$ cat config.mk
export PLATFORM = sky130hd
export DESIGN_NAME = rmii_state_tx
export DESIGN_NICKNAME = d
export VERILOG_FILES = /design/src/rtl/rmii_state_tx.sv
export SDC_FILE = /design/constraint.sdc
export NUM_CORES = 1
export LEC_CHECK = 0
export ABC_CLOCK_PERIOD_IN_PS = 6900
export CORE_AREA = 8 8 147 122
export DETAILED_ROUTE_END_ITERATION = 16
export DIE_AREA = 0 0 155 130
export PLACE_DENSITY = 0.54
export SLEW_MARGIN = 20
export SYNTH_ARGS = -nofsm -noshare
export SYNTH_HDL_FRONTEND = slang
export SYNTH_SLANG_ARGS = --single-unit
$ cat constraint.sdc
create_clock -name eth_clk -period 6.9 [get_ports eth_clk]
set_input_delay 1.035 -clock eth_clk [delete_from_list [all_inputs] [get_ports eth_clk]]
set_output_delay 1.035 -clock eth_clk [all_outputs]
set_load 0.1 [all_outputs]
$ cat src/rtl/rmii_state_tx.sv
// Serialises one player-state record into an Ethernet II frame on the RMII TX pins.
// Two bits per eth_clk cycle: preamble, SFD, header, 46-byte payload, CRC-32 FCS, then IFG.
module rmii_state_tx #(
  parameter logic [47:0] DEST_MAC   = 48'hFF_FF_FF_FF_FF_FF,
  parameter logic [47:0] SRC_MAC    = 48'h02_00_00_00_00_01,
  parameter logic [15:0] ETHERTYPE  = 16'h88B5,
  parameter int          IFG_CYCLES = 48
) (
  input  logic        eth_clk,
  input  logic        eth_rst,
  input  logic        start_in,
  input  logic [10:0] player_x,
  input  logic [10:0] player_y,
  input  logic [8:0]  direction,
  input  logic [2:0]  game_stat,
  input  logic        reset_flag,
  output logic        busy_out,
  output logic        done_out,
  output logic [15:0] frame_count_out,
  output logic        eth_txen,
  output logic [1:0]  eth_txd
);

  localparam logic [111:0] HDR      = {DEST_MAC, SRC_MAC, ETHERTYPE};
  localparam logic [31:0]  CRC_POLY = 32'hEDB88320;
  localparam logic [7:0]   IFG_LAST = 8'(IFG_CYCLES - 1);

  typedef enum logic [2:0] {IDLE, PREAMBLE, SFD, HEADER, PAYLOAD, FCS, IFG} state_t;

  state_t      state;
  logic [7:0]  cnt;
  logic [7:0]  cnt_nx;
  logic [47:0] pay_word;
  logic [31:0] crc;
  logic [1:0]  hdr_nx;
  logic [1:0]  pay_nx;
  logic [1:0]  fcs_nx;

  // Reflected CRC-32 advanced by one dibit, bit 0 of the dibit goes on the wire first.
  function automatic logic [31:0] crc_dibit(input logic [31:0] c, input logic [1:0] d);
    logic [31:0] r;
    r = (c[0] ^ d[0]) ? ((c >> 1) ^ CRC_POLY) : (c >> 1);
    r = (r[0] ^ d[1]) ? ((r >> 1) ^ CRC_POLY) : (r >> 1);
    return r;
  endfunction

  // Dibit i of a field sent MSB byte first, LSB dibit first; 'last' is the field's byte count minus one.
  function automatic logic [1:0] msb_dibit(input logic [111:0] v, input logic [3:0] last,
                                           input logic [7:0] i);
    logic [6:0] sh;
    sh = {last - i[5:2], 3'b000} + {4'b0000, i[1:0], 1'b0};
    return 2'(v >> sh);
  endfunction

  // Only the first 6 payload bytes carry data; the remaining 40 are zero padding.
  function automatic logic [1:0] pay_dibit(input logic [47:0] w, input logic [7:0] i);
    return (i < 8'd24) ? msb_dibit({64'b0, w}, 4'd5, i) : 2'b00;
  endfunction

  // FCS dibit j is the complemented CRC, bit 0 first.
  function automatic logic [1:0] fcs_dibit(input logic [31:0] c, input logic [3:0] j);
    return 2'(~c >> {j, 1'b0});
  endfunction

  assign cnt_nx = cnt + 8'd1;
  assign hdr_nx = msb_dibit(HDR, 4'd13, (state == HEADER) ? cnt_nx : 8'd0);
  assign pay_nx = pay_dibit(pay_word, (state == PAYLOAD) ? cnt_nx : 8'd0);
  assign fcs_nx = fcs_dibit(crc, (state == FCS) ? cnt_nx[3:0] : 4'd0);

  // Registers always hold the dibit being driven now; cnt indexes it within the current state.
  always_ff @(posedge eth_clk) begin
    if (eth_rst) begin
      state           <= IDLE;
      cnt             <= 8'd0;
      busy_out        <= 1'b0;
      done_out        <= 1'b0;
      frame_count_out <= 16'd0;
      eth_txen        <= 1'b0;
      eth_txd         <= 2'b00;
    end else begin
      done_out <= 1'b0;
      case (state)
        IDLE: begin
          if (start_in) begin
            pay_word <= {4'b0, player_x, 1'b0, player_y, 1'b0, direction, 3'b0,
                         game_stat, 1'b0, reset_flag, 3'b0};
            crc      <= '1;
            state    <= PREAMBLE;
            cnt      <= 8'd0;
            busy_out <= 1'b1;
            eth_txen <= 1'b1;
            eth_txd  <= 2'b01;
          end
        end
        PREAMBLE: begin
          eth_txd <= 2'b01;
          if (cnt == 8'd27) begin
            state <= SFD;
            cnt   <= 8'd0;
          end else begin
            cnt <= cnt_nx;
          end
        end
        SFD: begin
          if (cnt == 8'd3) begin
            state   <= HEADER;
            cnt     <= 8'd0;
            eth_txd <= hdr_nx;
            crc     <= crc_dibit(crc, hdr_nx);
          end else begin
            cnt     <= cnt_nx;
            eth_txd <= (cnt == 8'd2) ? 2'b11 : 2'b01;
          end
        end
        HEADER: begin
          if (cnt == 8'd55) begin
            state   <= PAYLOAD;
            cnt     <= 8'd0;
            eth_txd <= pay_nx;
            crc     <= crc_dibit(crc, pay_nx);
          end else begin
            cnt     <= cnt_nx;
            eth_txd <= hdr_nx;
            crc     <= crc_dibit(crc, hdr_nx);
          end
        end
        PAYLOAD: begin
          if (cnt == 8'd183) begin
            state   <= FCS;
            cnt     <= 8'd0;
            eth_txd <= fcs_nx;
          end else begin
            cnt     <= cnt_nx;
            eth_txd <= pay_nx;
            crc     <= crc_dibit(crc, pay_nx);
          end
        end
        FCS: begin
          if (cnt == 8'd15) begin
            state           <= IFG;
            cnt             <= 8'd0;
            eth_txen        <= 1'b0;
            eth_txd         <= 2'b00;
            frame_count_out <= frame_count_out + 16'd1;
          end else begin
            cnt      <= cnt_nx;
            eth_txd  <= fcs_nx;
            done_out <= (cnt == 8'd14);
          end
        end
        IFG: begin
          if (cnt == IFG_LAST) begin
            state    <= IDLE;
            cnt      <= 8'd0;
            busy_out <= 1'b0;
          end else begin
            cnt <= cnt_nx;
          end
        end
        default: state <= IDLE;
      endcase
    end
  end

endmodule

==> out/metrics.yaml <==
crit_fanout: 36
drtPass1Iterations: 5
cts_made_buffers: 9
nets: 593
synth_edf_count: 67
final-instance-count-excl-fill: 770
routed_wl_um: 13090
synthArstFlopShare_pct: 0
rows: 41
min_period_ps: 4532
num_vias: 4035
synth_compound_area_share_pct: 14.17
synth_top_family_by_area: "simple AND/OR/NAND/NOR gates"
grt_pass1_vias: 3947
status: "complete, no violations"
syn_to_final_growth_pct: 19.19
synth_top_area_cell: "edfxtp_1"
cp_num_buf_inv: 3
hold_class: "flip-flop to flip-flop"
dieArea_um2: 20150
drive_gt1_share_pct: 7.387
antenna_cells: 0
cap_violations: 0
clk_pin_slew_ps: 70
vias_per_cell: 5.240
synth-adder-area-share_pct: 1.177
core_area_um2: 15440
cts_tree: "done"
cpLargestDelayFamily: "adder cells"
worstPathCellList: "buf_4 -> inv_1 -> ha_1 -> inv_1 -> or4_1 -> mux2i_1 -> o2bb2ai_1 -> xnor2_1 -> xnor2_1 -> o21ai_1 -> a21oi_2 -> mux2i_1"
hold_violations: 0
grt_max_degree: 37
syn_area_per_cell_um2: 10.34
syn_inst: 514
grt_pass1_wl_um: 21300
n_fill_cell: 1496
gr-usage-all-layers_pct: 13.26
cts-root-buf: "clkbuf_16"
final_cell_mix: "edfxtp_1, clkdlybuf4s50_1, nand2_1"
synth_xor_area_share_pct: 5.298
ios: 59
final_common_cell: "edfxtp_1"
netlist_top_cells_area: "edfxtp_1, dfxtp_1, mux2i_1"
die_w_um: 155
rrSetupSlack_ps: 2370
yosysTopAreaCellShare_pct: 37.86
drv_slew: 0
peakVddDrop_mv: 0.1294
crit_path_end_kind: "flip-flop"
drc: 0
startpoint_type: "flip-flop"
rsz0062_at_grt: "no"
fin_skew_ps: 11.31
synth_nets: 557
initial_core_util_pct: 34.41
critPathKind: "flip-flop to flip-flop"
critical-path-slowest-cell: "ha_1"
ant_nets: 0
post_cts_buffers: 0
holdBufCountCts: 0
p_leak_nw: 2.070
fmax_ghz: 0.2206
finalSetupTns_ps: 0
pwr_density_cell_nw_per_um2: 241.6
antenna_found_initial: 0
syn_area_um2: 5314
yosysWarnings: 0
gp_congestion: 0.8867
cts_resized: 0
synthFlopType: "edfxtp_1"
routedWlPerCell_um: 17.00
cts_sinks: 99
clk_latency_ps: 350
dp_cells: 754
max_stage_delay_ps: 1000
die_h_um: 130
io_buffer_count: 58
synth_simple_gate_area_share_pct: 18.74
slew_headroom_pct: 33.31
ys_seq_area_share_pct: 49.92
drt_iter0_markers: 379
final-setup-viol-count: 0
worst_slew_pin_slew_ps: 997.2
cp.arrival_ps: 4630
finalCritPeriodShare_pct: 65.69
hpwl_um: 9499
cts.path.max_buffers: 2
muxShareOfSynthArea_pct: 6.687
htree_levels: 3
grt_overflow: 0
required_ps: 6990
synth-seq-cells: 99
synth.distinct_cells: 64
## path summary, 6_finish.rpt
path | cells past startpoint | endpoint | startpoint
worst max-delay path | 12 | crc[29] | cnt[0]
worst min-delay path | 2 | eth_txen | eth_txen
worst max register to register | 12 | crc[29] | cnt[0]
worst min register to register | 2 | eth_txen | eth_txen
## power breakdown
part / switching, W / internal, W
Clock: 0.000236 / 0.000288
Sequential: 0.0000285 / 0.000689
Combinational: 0.000187 / 0.000103
## through the flow
stage / setup slack (ps) / util [%] / power, W / hold slack, ps / instance area (µm²)
2_1_floorplan: 2636 / - / 0.0009374 / 499.2 / 5314
3_3_place_gp: 2567 / 39.03 / 0.001018 / 468.2 / 6027
3_5_place_dp: 2314 / 39.03 / 0.001024 / 481.9 / 6027
4_1_cts: 2295 / 41.02 / 0.001547 / 493.7 / 6334
5_1_grt: 1973 / 41.02 / 0.001599 / 533.5 / 6334
6_report: 2368 / 41.02 / 0.001530 / 491.0 / 6334
## Yosys cell counts (5+ instances only)
cell	number
nand3_1	15
buf_2	14
a32oi_1	6
dfxtp_1	32
nor2_1	48
mux4_2	6
and3_1	11
edfxtp_1	67
xnor2_1	7
inv_1	11
a31oi_1	5
nor3_1	10
ha_1	5
o21ai_0	19
nand2b_1	16
o22ai_1	5
clkbuf_1	17
nand3b_1	5
a211oi_1	5
xor2_1	15
nand2_1	49
mux2i_1	22
o31ai_1	5
and2_1	5
o211ai_1	6
nor2b_1	5
nor4_1	6
a21oi_1	32
## logic make-up after synthesis
| kind of cell | count (synthesis) |
|---|---|
| adders and majority gates | 5 |
| and+or+nand+nor | 194 |
| AOI/OAI and AO/OA | 113 |
| buffers and inverters | 48 |
| muxes | 28 |
| DFF | 99 |
| xor gates and xnor gates | 27 |
## layer usage
layer / track usage [%] / part of all wire, % / routed length, µm / vias to the layer above
li1: - / - / - / 1973
met1: 18.34 / 50 / 6553 / 1938
met2: 19.36 / 42 / 5495 / 113
met3: 4.362 / 6.9 / 901 / 11
met4: 3.738 / 1.1 / 141 / 0
met5: 0 / 0 / 0 / -
## layout make-up
type	count	area (µm²)	share of cell area (%)
clock inverter	7	81.33	1.284
multi-input combinational	367	2454	38.74
timing repair buffer	62	610.6	9.640
clock buffer	9	225.2	3.556
sequential	99	2653	41.88
tap	215	269.0	4.247
inverter	11	41.29	0.6519
## state kept, by name, summed over array words and instances (netlist names)
name	count
state	3
eth_txd	2
frame_count_out	16
cnt	8
pay_word	35
busy_out	1
eth_txen	1
crc	32
done_out	1
## worst register-to-register path: stages (launching register included)
cell	delay, ps
dfxtp_1	310
buf_4	350
inv_1	350
ha_1	1000
inv_1	290
or4_1	570
mux2i_1	260
o2bb2ai_1	170
xnor2_1	230
xnor2_1	200
o21ai_1	110
a21oi_2	300
mux2i_1	140
Note: power is estimated with default switching activity, not from simulation.
